[config.mk]
export PLATFORM = sky130hd
export DESIGN_NAME = alu_arbiter_flat
export DESIGN_NICKNAME = d
export VERILOG_FILES = /design/src/rtl/alu_arb_pkg.sv /design/src/rtl/alu_arbiter_if.sv /design/src/rtl/rr_arbiter.sv /design/src/rtl/alu_arbiter.sv /design/src/flat_wrapper.sv
export SDC_FILE = /design/constraint.sdc
export NUM_CORES = 1
export LEC_CHECK = 0
export CORE_AREA = 2 2 214 216
export CTS_BUF_LIST = sky130_fd_sc_hd__clkbuf_16
export DETAILED_ROUTE_END_ITERATION = 10
export DIE_AREA = 0 0 216 218
export SETUP_SLACK_MARGIN = 0.02
export SLEW_MARGIN = 20
export SYNTH_ARGS = -nofsm -noshare
export SYNTH_HDL_FRONTEND = slang
export SYNTH_SLANG_ARGS = --single-unit
[constraint.sdc]
create_clock -name clk -period 3.61 [get_ports clk]
set_clock_uncertainty 0.1 [all_clocks]
set_input_delay 0.5415 -clock clk [delete_from_list [all_inputs] [get_ports clk]]
set_output_delay 0.5415 -clock clk [all_outputs]
set_load 0.005 [all_outputs]
[src/rtl/alu_arb_pkg.sv]
// alu_arb_pkg: shared types for the ALU arbiter slice.
//   state_t  - arbiter FSM states
//   alu_op_t - 3-bit ALU control code with the named codes below
//   flags_t  - packed {n, z, v, c} ALU flag bundle
package alu_arb_pkg;

   typedef enum logic [1:0] {
      IDLE = 2'd0,
      EXEC = 2'd1,
      RESP = 2'd2
   } state_t;

   typedef logic [2:0] alu_op_t;

   localparam alu_op_t OP_PASS_B = 3'b000;
   localparam alu_op_t OP_ADD    = 3'b010;
   localparam alu_op_t OP_SUB    = 3'b011;
   localparam alu_op_t OP_AND    = 3'b100;
   localparam alu_op_t OP_OR     = 3'b101;
   localparam alu_op_t OP_XOR    = 3'b110;

   typedef struct packed {
      logic n;
      logic z;
      logic v;
      logic c;
   } flags_t;

endpackage

[src/rtl/alu_arbiter_if.sv]
// alu_arbiter_if: bundles the requester handshake and the shared-ALU bus.
//   Requester side: req_valid/req_ready, req_a/req_b/req_op per requester,
//                   rsp_valid/rsp_ready per requester, rsp_result, rsp_flags, flags, busy.
//   ALU side:       alu_a/alu_b/alu_op out to the ALU, alu_result and flag bits back.
//   slave  - used by the arbiter; master - used by the requesters/ALU environment.
interface alu_arbiter_if #(
   parameter int unsigned WIDTH = 64,
   parameter int unsigned NREQ  = 2
);
   import alu_arb_pkg::*;

   logic [NREQ-1:0]             req_valid;
   logic [NREQ-1:0]             req_ready;
   logic [NREQ-1:0][WIDTH-1:0]  req_a;
   logic [NREQ-1:0][WIDTH-1:0]  req_b;
   logic [NREQ-1:0][2:0]        req_op;
   logic [NREQ-1:0]             rsp_valid;
   logic [NREQ-1:0]             rsp_ready;
   logic [WIDTH-1:0]            rsp_result;
   flags_t                      rsp_flags;
   flags_t                      flags;
   logic                        busy;
   logic [WIDTH-1:0]            alu_a;
   logic [WIDTH-1:0]            alu_b;
   alu_op_t                     alu_op;
   logic [WIDTH-1:0]            alu_result;
   logic                        alu_neg;
   logic                        alu_zero;
   logic                        alu_ovf;
   logic                        alu_cout;

   modport slave (
      input  req_valid, req_a, req_b, req_op, rsp_ready,
      input  alu_result, alu_neg, alu_zero, alu_ovf, alu_cout,
      output req_ready, rsp_valid, rsp_result, rsp_flags, flags, busy,
      output alu_a, alu_b, alu_op
   );

   modport master (
      output req_valid, req_a, req_b, req_op, rsp_ready,
      output alu_result, alu_neg, alu_zero, alu_ovf, alu_cout,
      input  req_ready, rsp_valid, rsp_result, rsp_flags, flags, busy,
      input  alu_a, alu_b, alu_op
   );

endinterface

[src/rtl/rr_arbiter.sv]
// rr_arbiter: round-robin priority select over NREQ requests.
//   req - request vector
//   ptr - index with highest priority; search proceeds upward with wrap
//   gnt - one-hot grant (zero when no request)
//   idx - encoded index of the granted request
//   any - at least one request granted
module rr_arbiter #(
   parameter int unsigned NREQ = 2
) (
   input  logic [NREQ-1:0]         req,
   input  logic [$clog2(NREQ)-1:0] ptr,
   output logic [NREQ-1:0]         gnt,
   output logic [$clog2(NREQ)-1:0] idx,
   output logic                    any
);

   localparam int unsigned IW = $clog2(NREQ);

   int unsigned     pos;
   logic [IW-1:0]   pos_idx;

   always_comb begin
      gnt     = '0;
      idx     = '0;
      any     = 1'b0;
      pos     = 0;
      pos_idx = '0;
      for (int unsigned i = 0; i < NREQ; i++) begin
         pos     = (32'(ptr) + i) % NREQ;
         pos_idx = IW'(pos);
         if (!any && req[pos_idx]) begin
            gnt[pos_idx] = 1'b1;
            idx          = pos_idx;
            any          = 1'b1;
         end
      end
   end

endmodule

[src/rtl/alu_arbiter.sv]
// alu_arbiter: shares one ALU between NREQ requesters, granted round-robin.
//   clk, reset_n - clock (rising edge) and asynchronous active-low reset
//   bus          - alu_arbiter_if slave: request/response handshakes per requester,
//                  captured result/flags, persistent flags, busy, and the ALU bus.
// A granted operation holds its operands on the ALU for EXEC_CYCLES cycles, then the
// result and flags are captured and offered to the owner until it takes them.
module alu_arbiter
   import alu_arb_pkg::*;
#(
   parameter int unsigned WIDTH       = 64,
   parameter int unsigned NREQ        = 2,
   parameter int unsigned EXEC_CYCLES = 2
) (
   input  logic         clk,
   input  logic         reset_n,
   alu_arbiter_if.slave bus
);

   localparam int unsigned IW = $clog2(NREQ);
   localparam int unsigned CW = (EXEC_CYCLES > 1) ? $clog2(EXEC_CYCLES) : 1;
   localparam logic [CW-1:0] CNT_LOAD = CW'(EXEC_CYCLES - 1);

   state_t            state_q, state_d;
   logic [IW-1:0]     rr_ptr_q, rr_ptr_d;
   logic [IW-1:0]     owner_q, owner_d;
   logic [CW-1:0]     cnt_q, cnt_d;
   logic [WIDTH-1:0]  a_q, a_d;
   logic [WIDTH-1:0]  b_q, b_d;
   alu_op_t           op_q, op_d;
   logic [WIDTH-1:0]  res_q, res_d;
   flags_t            rflags_q, rflags_d;
   flags_t            flags_q, flags_d;

   logic [NREQ-1:0]   gnt;
   logic [IW-1:0]     gnt_idx;
   logic              gnt_any;
   logic [NREQ-1:0]   req_ready;
   logic [NREQ-1:0]   rsp_valid;
   flags_t            alu_flags;

   rr_arbiter #(
      .NREQ (NREQ)
   ) u_rr (
      .req (bus.req_valid),
      .ptr (rr_ptr_q),
      .gnt (gnt),
      .idx (gnt_idx),
      .any (gnt_any)
   );

   always_comb begin
      alu_flags.n = bus.alu_neg;
      alu_flags.z = bus.alu_zero;
      alu_flags.v = bus.alu_ovf;
      alu_flags.c = bus.alu_cout;
   end

   always_comb begin
      state_d   = state_q;
      rr_ptr_d  = rr_ptr_q;
      owner_d   = owner_q;
      cnt_d     = cnt_q;
      a_d       = a_q;
      b_d       = b_q;
      op_d      = op_q;
      res_d     = res_q;
      rflags_d  = rflags_q;
      flags_d   = flags_q;
      req_ready = '0;
      rsp_valid = '0;
      case (state_q)
         IDLE: begin
            // State is already IDLE while reset is held, so ready must be masked explicitly.
            if (reset_n) begin
               req_ready = gnt;
            end
            if (gnt_any) begin
               a_d     = bus.req_a[gnt_idx];
               b_d     = bus.req_b[gnt_idx];
               op_d    = bus.req_op[gnt_idx];
               owner_d = gnt_idx;
               cnt_d   = CNT_LOAD;
               state_d = EXEC;
            end
         end
         EXEC: begin
            if (cnt_q == '0) begin
               res_d    = bus.alu_result;
               rflags_d = alu_flags;
               flags_d  = alu_flags;
               state_d  = RESP;
            end else begin
               cnt_d = cnt_q - 1'b1;
            end
         end
         RESP: begin
            rsp_valid[owner_q] = 1'b1;
            if (bus.rsp_ready[owner_q]) begin
               state_d  = IDLE;
               rr_ptr_d = (owner_q == IW'(NREQ - 1)) ? '0 : owner_q + 1'b1;
            end
         end
         default: state_d = IDLE;
      endcase
   end

   always_ff @(posedge clk or negedge reset_n) begin
      if (!reset_n) begin
         state_q  <= IDLE;
         rr_ptr_q <= '0;
         owner_q  <= '0;
         cnt_q    <= '0;
         a_q      <= '0;
         b_q      <= '0;
         op_q     <= OP_PASS_B;
         res_q    <= '0;
         rflags_q <= '0;
         flags_q  <= '0;
      end else begin
         state_q  <= state_d;
         rr_ptr_q <= rr_ptr_d;
         owner_q  <= owner_d;
         cnt_q    <= cnt_d;
         a_q      <= a_d;
         b_q      <= b_d;
         op_q     <= op_d;
         res_q    <= res_d;
         rflags_q <= rflags_d;
         flags_q  <= flags_d;
      end
   end

   assign bus.req_ready  = req_ready;
   assign bus.rsp_valid  = rsp_valid;
   assign bus.rsp_result = res_q;
   assign bus.rsp_flags  = rflags_q;
   assign bus.flags      = flags_q;
   assign bus.busy       = (state_q != IDLE);
   assign bus.alu_a      = a_q;
   assign bus.alu_b      = b_q;
   assign bus.alu_op     = op_q;

endmodule

[src/flat_wrapper.sv]
// flat-port wrapper written by rule: the top's interface ports become plain ports
module alu_arbiter_flat import alu_arb_pkg::*;
#(
   parameter int unsigned WIDTH       = 64,
   parameter int unsigned NREQ        = 2,
   parameter int unsigned EXEC_CYCLES = 2
)
  (clk, reset_n, bus_req_valid, bus_req_a, bus_req_b, bus_req_op, bus_rsp_ready, bus_alu_result, bus_alu_neg, bus_alu_zero, bus_alu_ovf, bus_alu_cout, bus_req_ready, bus_rsp_valid, bus_rsp_result, bus_rsp_flags, bus_flags, bus_busy, bus_alu_a, bus_alu_b, bus_alu_op);
  alu_arbiter_if #(.WIDTH(WIDTH), .NREQ(NREQ)) bus_i ();
  input  logic clk;
  input  logic reset_n;
  input wire logic [$bits(bus_i.req_valid)-1:0] bus_req_valid;
  input wire logic [$bits(bus_i.req_a)-1:0] bus_req_a;
  input wire logic [$bits(bus_i.req_b)-1:0] bus_req_b;
  input wire logic [$bits(bus_i.req_op)-1:0] bus_req_op;
  input wire logic [$bits(bus_i.rsp_ready)-1:0] bus_rsp_ready;
  input wire logic [$bits(bus_i.alu_result)-1:0] bus_alu_result;
  input wire logic [$bits(bus_i.alu_neg)-1:0] bus_alu_neg;
  input wire logic [$bits(bus_i.alu_zero)-1:0] bus_alu_zero;
  input wire logic [$bits(bus_i.alu_ovf)-1:0] bus_alu_ovf;
  input wire logic [$bits(bus_i.alu_cout)-1:0] bus_alu_cout;
  output wire logic [$bits(bus_i.req_ready)-1:0] bus_req_ready;
  output wire logic [$bits(bus_i.rsp_valid)-1:0] bus_rsp_valid;
  output wire logic [$bits(bus_i.rsp_result)-1:0] bus_rsp_result;
  output wire logic [$bits(bus_i.rsp_flags)-1:0] bus_rsp_flags;
  output wire logic [$bits(bus_i.flags)-1:0] bus_flags;
  output wire logic [$bits(bus_i.busy)-1:0] bus_busy;
  output wire logic [$bits(bus_i.alu_a)-1:0] bus_alu_a;
  output wire logic [$bits(bus_i.alu_b)-1:0] bus_alu_b;
  output wire logic [$bits(bus_i.alu_op)-1:0] bus_alu_op;
  assign bus_i.req_valid = bus_req_valid;
  assign bus_i.req_a = bus_req_a;
  assign bus_i.req_b = bus_req_b;
  assign bus_i.req_op = bus_req_op;
  assign bus_i.rsp_ready = bus_rsp_ready;
  assign bus_i.alu_result = bus_alu_result;
  assign bus_i.alu_neg = bus_alu_neg;
  assign bus_i.alu_zero = bus_alu_zero;
  assign bus_i.alu_ovf = bus_alu_ovf;
  assign bus_i.alu_cout = bus_alu_cout;
  assign bus_req_ready = bus_i.req_ready;
  assign bus_rsp_valid = bus_i.rsp_valid;
  assign bus_rsp_result = bus_i.rsp_result;
  assign bus_rsp_flags = bus_i.rsp_flags;
  assign bus_flags = bus_i.flags;
  assign bus_busy = bus_i.busy;
  assign bus_alu_a = bus_i.alu_a;
  assign bus_alu_b = bus_i.alu_b;
  assign bus_alu_op = bus_i.alu_op;
  alu_arbiter #(.WIDTH(WIDTH), .NREQ(NREQ), .EXEC_CYCLES(EXEC_CYCLES)) u_core (.clk(clk), .reset_n(reset_n), .bus(bus_i));
endmodule
# Word level (Yosys, flattened, before mapping)
# Cells that the tools add are included.
[totals] elab_cells=77 out_inout_bits=208 register_bits=204
[op_classes] add_sub_neg=3 muxes=35 n_bitwise=2 reduce_logical=13 n_eq_ne=5 order_cmp=7
[op_table] op="two-way mux 64 bit" n=4
[op_table] op="two-way mux 1 bit" n=16
[op_table] op="two-way mux 2 bit" n=8
[op_table] op="less-than comparator 1 x 2 -> 1 bit, second input constant" n=4
[op_table] op="AND reduction 2 bit" n=4
[op_table] op="two-way mux 3 bit" n=2
[op_table] op="case mux 2 bit (3 select lines)" n=1
[op_table] op="logical AND 1 bit" n=4
[op_table] op="inequality test 2 x 1 -> 1 bit, second input constant" n=2
[op_table] op="nonzero test 2 bit" n=2
[op_table] op="demux 1 bit (select 1 bit)" n=3
[op_table] op="greater-or-equal comparator 1 bit, second input constant" n=3
[op_table] op="AND reduction 3 bit" n=1
[op_table] op="adder 1 bit, second input constant" n=2
[op_table] op="== test 2 x 1 -> 1 bit, second input constant" n=1
[op_table] op="== test 2 bit, second input constant" n=1
[op_table] op="logical NOT 2 bit" n=1
[op_table] op="inequality test 2 bit, second input constant" n=1
[op_table] op="bitwise OR 2 bit" n=1
[op_table] op="case mux 1 bit (2 select lines)" n=1
[op_table] op="logical NOT 1 bit" n=1
[op_table] op="NOT 1 bit" n=1
[op_table] op="subtractor 1 bit, second input constant" n=1

# Logic depth before layout (Yosys ltp)
# Gate-level depths: netlist (run 1).
[logic_depth] depth_word=9 ltp_mapped=7 mapped_depth_nobuf=4

# Hierarchy
# Synthesis (run 1) repeated with hierarchy kept, for this count alone.
[hier_totals] cells_unflattened=602 area_unflattened_um2=9636.7
[by_module_without_submodules] module="alu_arbiter" n_inst=1 seq_area_each_um2=5104.9 cells_each=597 area_per_inst_um2=9604.2
[by_module_without_submodules] module="rr_arbiter" n_inst=1 seq_area_each_um2=0.0 cells_each=5 area_per_inst_um2=32.5

# Worst setup path before layout (run 1)
# No wires, ideal clock.
[synth_timing] path_kind="input -> output" startpoint="input bus_req_valid[1]" endpoint="output bus_req_ready[0]" path_buffers=2 slack_ps=1762 arrival_time_ps=1206 stages=4 required_time_ps=2968 cell_sequence="buf_4 -> clkbuf_1 -> nand2_1 -> and4_1"
[synth_between] elab_chain_len=8
[synth_rtl] item="start: declaration" line_no="flat_wrapper.sv:12" text="input wire logic [$bits(bus_i.req_valid)-1:0] bus_req_valid;"
[synth_rtl] item="two-way mux 1 bit (not written as such) (2 in a row)" line_no="rr_arbiter.sv:31" text="if (!any && req[pos_idx]) begin"
[synth_rtl] item="two-way mux 1 bit" line_no="rr_arbiter.sv:31"
[synth_rtl] item="logical NOT 1 bit" line_no="rr_arbiter.sv:31"
[synth_rtl] item="logical AND 1 bit" line_no="rr_arbiter.sv:31"
[synth_rtl] item="two-way mux 2 bit *" line_no="rr_arbiter.sv:31"
[synth_rtl] item="two-way mux 2 bit *" line_no="alu_arbiter.sv:74" text="if (reset_n) begin"
[synth_rtl] item="two-way mux 2 bit *" line_no="alu_arbiter.sv:71" text="case (state_q)"
[synth_rtl] item="end: declaration" line_no="flat_wrapper.sv:22" text="output wire logic [$bits(bus_i.req_ready)-1:0] bus_req_ready;"
# Every way passes the cells marked *; elsewhere a longest branch is shown, timed or not. The select of a mux whose other input is x is not followed.

# Final worst setup path (run 1)
[layout_timing] startpoint="input bus_req_valid[0]" endpoint="output bus_req_ready[1]"
# The elaborated chain is that of the path after synthesis.

==> results of run 1 <==
==> sequential cells by signal, summed over array words and instances, names as in the netlist <==
register               cells
u_core.bus.alu_a          64
u_core.bus.alu_b          64
u_core.bus.alu_op          3
u_core.bus.flags           3
u_core.bus.rsp_flags       1
u_core.bus.rsp_result     64
u_core.cnt_q               1
u_core.owner_q             1
u_core.rr_ptr_q            1
u_core.state_q             2
==> what timing repair did <==
action                     in CTS  in global routing
hold buffers                    1                  0
setup endpoints to repair       0                  0
hold endpoints to repair       11                  0
==> worst max-delay path, stage by stage <==
cell and delay, ns:
clkdlybuf4s50_1 0.56, and2b_4 0.26, nor2_1 0.12, and3_1 0.19
clkdlybuf4s50_1 0.51
==> where the power goes <==
group | internal (mW) | switching [mW]
registers | 3.47 | 0.697
clock network | 1.30 | 1.03
logic | 3.51 | 2.85
==> final timing paths <==
path                                            from                         to  cells past startpoint
max                                 bus_req_valid[0]           bus_req_ready[1]                      5
min                                          reset_n  u_core.bus.rsp_result[40]                      2
max reg2reg                        u_core.state_q[1]       u_core.bus.alu_a[34]                      5
min reg2reg                u_core.bus.rsp_result[54]  u_core.bus.rsp_result[54]                      1
max in group asynchronous                    reset_n       u_core.bus.alu_a[40]                      4
min in group clk                    bus_req_valid[1]       u_core.bus.alu_b[36]                      3
==> cells in the final DEF, fill, tap and decap left out, types with 2 or more instances in the layout <==
cell type          n
clkdlybuf4s50_1  541
a21oi_1          262
dfrtp_1          204
o21ai_0          132
a311oi_1         131
mux2_2            50
clkbuf_16         26
mux2_1            20
buf_4             15
buf_12             9
clkinv_1           7
inv_1              6
nand2_1            5
clkinv_2           5
nor2_4             3
inv_4              2
nand2b_1           2
nor2_1             2
==> cell type report <==
type / count / area share [%]
tap: 600 / 4.58
clock inverter: 19 / 0.572
sequential: 204 / 31.1
timing repair buffer: 567 / 35.0
multi-input combinational: 615 / 24.7
clock buffer: 26 / 3.97
inverter: 3 / 0.0992
==> layer usage <==
metal  track usage [%]  share of wire, %  routed length [µm]  vias up
li1                  -                 -                   -     4571
met1              22.0                42               17700     5062
met2              28.2                47               20100      516
met3              3.92               8.3                3550       76
met4              5.87               2.9                1240        2
met5                 0             0.030                  13        -
==> through the flow <==
step | hold WS (ns) | cell area [µm²] | setup WS [ns] | util [%] | power [mW]
final | 0.327 | 16400 | 0.802 | 36.5 | 12.8
after floorplan | 0.146 | 9740 | 1.76 | - | 6.81
after global routing | 0.335 | 16400 | 0.707 | 36.5 | 13.6
after global placement | 0.331 | 15600 | 0.808 | 34.8 | 10.5
after CTS | 0.308 | 16400 | 0.778 | 36.5 | 13.0
after detailed placement | 0.331 | 15600 | 0.817 | 34.8 | 10.6
==> cell families after synthesis <==
kind of cell / count (synthesis) / share of synthesized area, %
AOI/OAI and AO/OA: 527 / 32.2
DFF: 204 / 52.4
muxes: 70 / 8.09
and+or+nand+nor: 18 / 1.09
buffers and inverters: 129 / 6.22
==> flow_summary.ini, run 1 <==
[detailed_routing]
postRouteAntennaNets = 0
drt_iter0_markers = 752
firstDrtPassIters = 5
num_vias = 10227
vias_per_cell = 5.03
wl_per_cell_um = 21.0
wirelength_um = 42600
drc = 0

[global_routing]
antenna_found_initial = 1
grt_pass1_vias = 10555
grt_usage_pct = 17.1
grt_max_degree = 132
grt_overflow = 0
grt_pass1_wl_um = 63700

[timing]
period_share_pct = 77.8
hold_violations = 0
relSlewSlack_pct = 40.4
setup_viol = 0
finalMaxSlewViolations = 0
rsz0062_at_grt = false
finalSetupTns_ns = 0
worstMarginPinSlew_ns = 0.894
fmax_mhz = 356
fin_crit_ns = 2.81

[placed_design]
dp.cells = 1988
gp_congestion = 0.807
hpwl_um = 28300
io_buffers = 543

[clock_network]
cts_tree = yes
numCtsBuffers = 26
clk_latency_ns = 0.55
cts.sinks = 204
post_cts_resized = 0
cts_setup_buffers = 0
cts_buffer_depth = 3
htree_levels = 1
ctsRootBufferMaster = clkbuf_16
path_clk_slew_ns = 0.06

[floorplan]
chipWidth_um = 216
die_area_um2 = 47100
start_util_pct = 21.7
rows = 78
ios = 544
core_um2 = 44900
die_h_um = 218

[finish]
diodes = 0
multi_input_area_um2 = 4050
seq_area_um2 = 5100
final_cells = 2034
nFillCells = 4485
syn_to_final_growth_pct = 68.4
nets = 1753
layout-drive-gt1-share_pct = 8.09

[logic_synthesis]
ys.flop_type = dfrtp_1
synth_common_cells = a21oi_1 (262), dfrtp_1 (204), o21ai_0 (132)
yosys_warnings = 0
async_reset_ff_share_pct = 100
post-synth-top-area-cell = dfrtp_1
synthTopCellsByArea = dfrtp_1 (52%), a21oi_1 (13%), a311oi_1 (12%)
ys_ff_latch = 204
syn-instance-count = 948
seq_area_frac_synth_pct = 52.4
synth.most_common_cell = a21oi_1
yosys.cell_types.count = 25
syn_nets = 1284
syn-cell-area_um2 = 9740
syn_avg_cell_area_um2 = 10.3
synth_edf_count = 0
yosys.area.top_type_share_pct = 52.4

[setup_path]
critPathArrivalTime_ns = 2.17
cp-start-kind = input port
cp-end-kind = output port
worstSetupPathType = in2out
reg2reg_setup_slack_ns = 1.31
critPathMaxFanout = 5
worstPathRequired_ns = 2.97

[min_path]
min_path_type = in2async

[job]
cap_violations = 0

[pwr]
power_density_nw_per_um2 = 783
ir_drop_uv = 440
leakagePower_nw = 6.05

[run_status]
status = finished clean
No activity file was read; power rests on OpenSTA's default activity.
==> inputs of run 2 (changes only) <==
CORE_AREA = 2 2 210 212   (was 2 2 214 216)
DIE_AREA = 0 0 212 214   (was 0 0 216 218)
clock period = 2.7 ns   (was 3.61 ns; I/O delays follow)
==> flow_summary.ini, run 2 (synthesis gave the netlist of run 1 again) <==
[run_status]
status = finished clean

[global_routing]
grt_max_degree = 154
grt_usage_pct = 17.9
grt_pass1_wl_um = 63800
grt_pass1_vias = 10425
grt_overflow = 0
antenna_found_initial = 4

[setup_path]
slowest_stage = clkdlybuf4s50_1
worstSetupPathType = reg2out
worstPathRequired_ns = 2.19
setup.worst_path.start = u_core.state_q[0]
critPathArrivalTime_ns = 2.09
crit_chain = nand2b_1, nor2_1, clkdlybuf4s50_1
rr_startpoint = u_core.state_q[1]
cp_slowest_stage_delay_ns = 0.60
critPathMaxFanout = 4
cp-start-kind = flip-flop
cp-end-kind = output port

[finish]
layout-drive-gt1-share_pct = 8.50
final_cell_area_um2 = 16500
final_common_cell = clkdlybuf4s50_1
final_cells = 2023
final_cell_mix = clkdlybuf4s50_1 (540), a21oi_1 (262), dfrtp_1 (204), o21ai_0 (132), a311oi_1 (131)
nets = 1754
nFillCells = 4219
syn_to_final_growth_pct = 69.3

[timing]
fmax_mhz = 385
finalMaxSlewViolations = 0
hold_violations = 0
relSlewSlack_pct = 29.4
worstMarginPinSlew_ns = 1.06
setup_ws_ns = 0.104
period_share_pct = 96.1
fin_crit_ns = 2.60
rsz0062_at_grt = false
finalSetupTns_ns = 0
setup_viol = 0

[pwr]
p_comb_share_pct = 48.7
ir_drop_uv = 590
p_seq_share_pct = 31.9
leakagePower_nw = 6.11
total_power_mw = 17.4
swShare_pct = 35.1
power_switching_mw = 6.11
pwr-share-clk_pct = 19.4
power_density_nw_per_um2 = 1060
internal_power_mw = 11.3

[clock_network]
cts.sinks = 204
path_clk_slew_ns = 0.06
htree_levels = 1
cts_buffer_depth = 3
cts_tree = yes
clk_latency_ns = 0.57
numCtsBuffers = 26
ctsRootBufferMaster = clkbuf_16

[detailed_routing]
drt_iter0_markers = 764
postRouteAntennaNets = 0
num_vias = 10185
wl_per_cell_um = 21.1
drc = 0
wirelength_um = 42700
firstDrtPassIters = 5
vias_per_cell = 5.03

[floorplan]
die_h_um = 214
chipWidth_um = 212
rows = 76
die_area_um2 = 45400
core_um2 = 42900
start_util_pct = 22.7
ios = 544

[min_path]
min_path_type = in2async

[placed_design]
io_buffers = 543
dp.cells = 1974
hpwl_um = 28800
dpl_cell_area_um2 = 15700
gp_congestion = 0.813
dp_slack_ns = 0.150

[job]
cap_violations = 0
[run 2: cell types whose count changed in the layout (fill, tap and decap cells not counted), sizes merged]
cell | before | now
bufinv | 0 | 2
inv | 8 | 6
diode | 0 | 2
buf | 24 | 25
clkinvlp | 1 | 0
clkinv | 13 | 15
clkdlybuf4s50 | 541 | 540
dlygate4sd2 | 0 | 1
[run 2: critical path, delay by kind of cell (launching register included)]
kind	cells	cell delay (ns)
buffers and inverters	1	0.60
AND/OR/NAND/NOR	2	0.49
flip-flops	1	0.43
[run 2: area by class of cell]
| cell class | instances | area (µm²) | area share, % |
|---|---|---|---|
| timing repair buffer | 568 | 5760 | 34.9 |
| sequential | 204 | 5100 | 31.0 |
| multi-input combinational | 615 | 4050 | 24.6 |
| tap | 585 | 732 | 4.44 |
| clock buffer | 26 | 651 | 3.94 |
| clock inverter | 20 | 171 | 1.04 |
| inverter | 3 | 15.0 | 0.0910 |
| antenna | 2 | 5.00 | 0.0303 |
[run 2: repair_timing]
item | 4_1_cts | 5_1_grt
hold endpoints to repair | 2 | 0
buffers inserted | 0 | 0
endpoints found under the setup margin | 1 | 0
gates resized for setup | 1 | 0
hold buffers | 1 | 0
[run 2: power groups by stage]
stage	logic, mW	registers [mW]	clock network [mW]
2_1_floorplan	3.53	5.58	0
3_3_place_gp	8.46	5.54	0
3_5_place_dp	8.53	5.58	0
4_1_cts	8.56	5.56	3.47
5_1_grt	9.17	5.75	3.58
6_report	8.48	5.56	3.39
[run 2: through the flow]
step | utilization (%) | hold WS [ns]
global route | 38.4 | 0.178
finish | 38.5 | 0.183
detailed placement | 36.5 | 0.140
global placement | 36.5 | 0.142
floorplan | - | 0.00941
CTS | 38.4 | 0.170
[run 2: final timing paths]
| kind | endpoint | slack, ns | depth (start not counted) |
|---|---|---|---|
| max in group asynchronous | u_core.bus.alu_a[30] | 1.08 | 3 |
| setup / recovery | bus_rsp_valid[0] | 0.10 | 3 |
| min in group clk | u_core.bus.alu_op[2] | 0.29 | 3 |
| hold / removal | u_core.bus.flags[2] | 0.18 | 2 |
| hold reg to reg | u_core.bus.rsp_result[53] | 0.38 | 1 |
| setup reg to reg | u_core.owner_q | 0.66 | 4 |
[run 2: layer usage]
layer  vias to the layer above  GRT usage [%]  wire length [µm]
met2                       521           29.2             20100
met1                      5002           22.3             16900
met4                         4           6.85              1530
met3                        86           5.22              4210
met5                         -              0                27
li1                       4572              -                 -
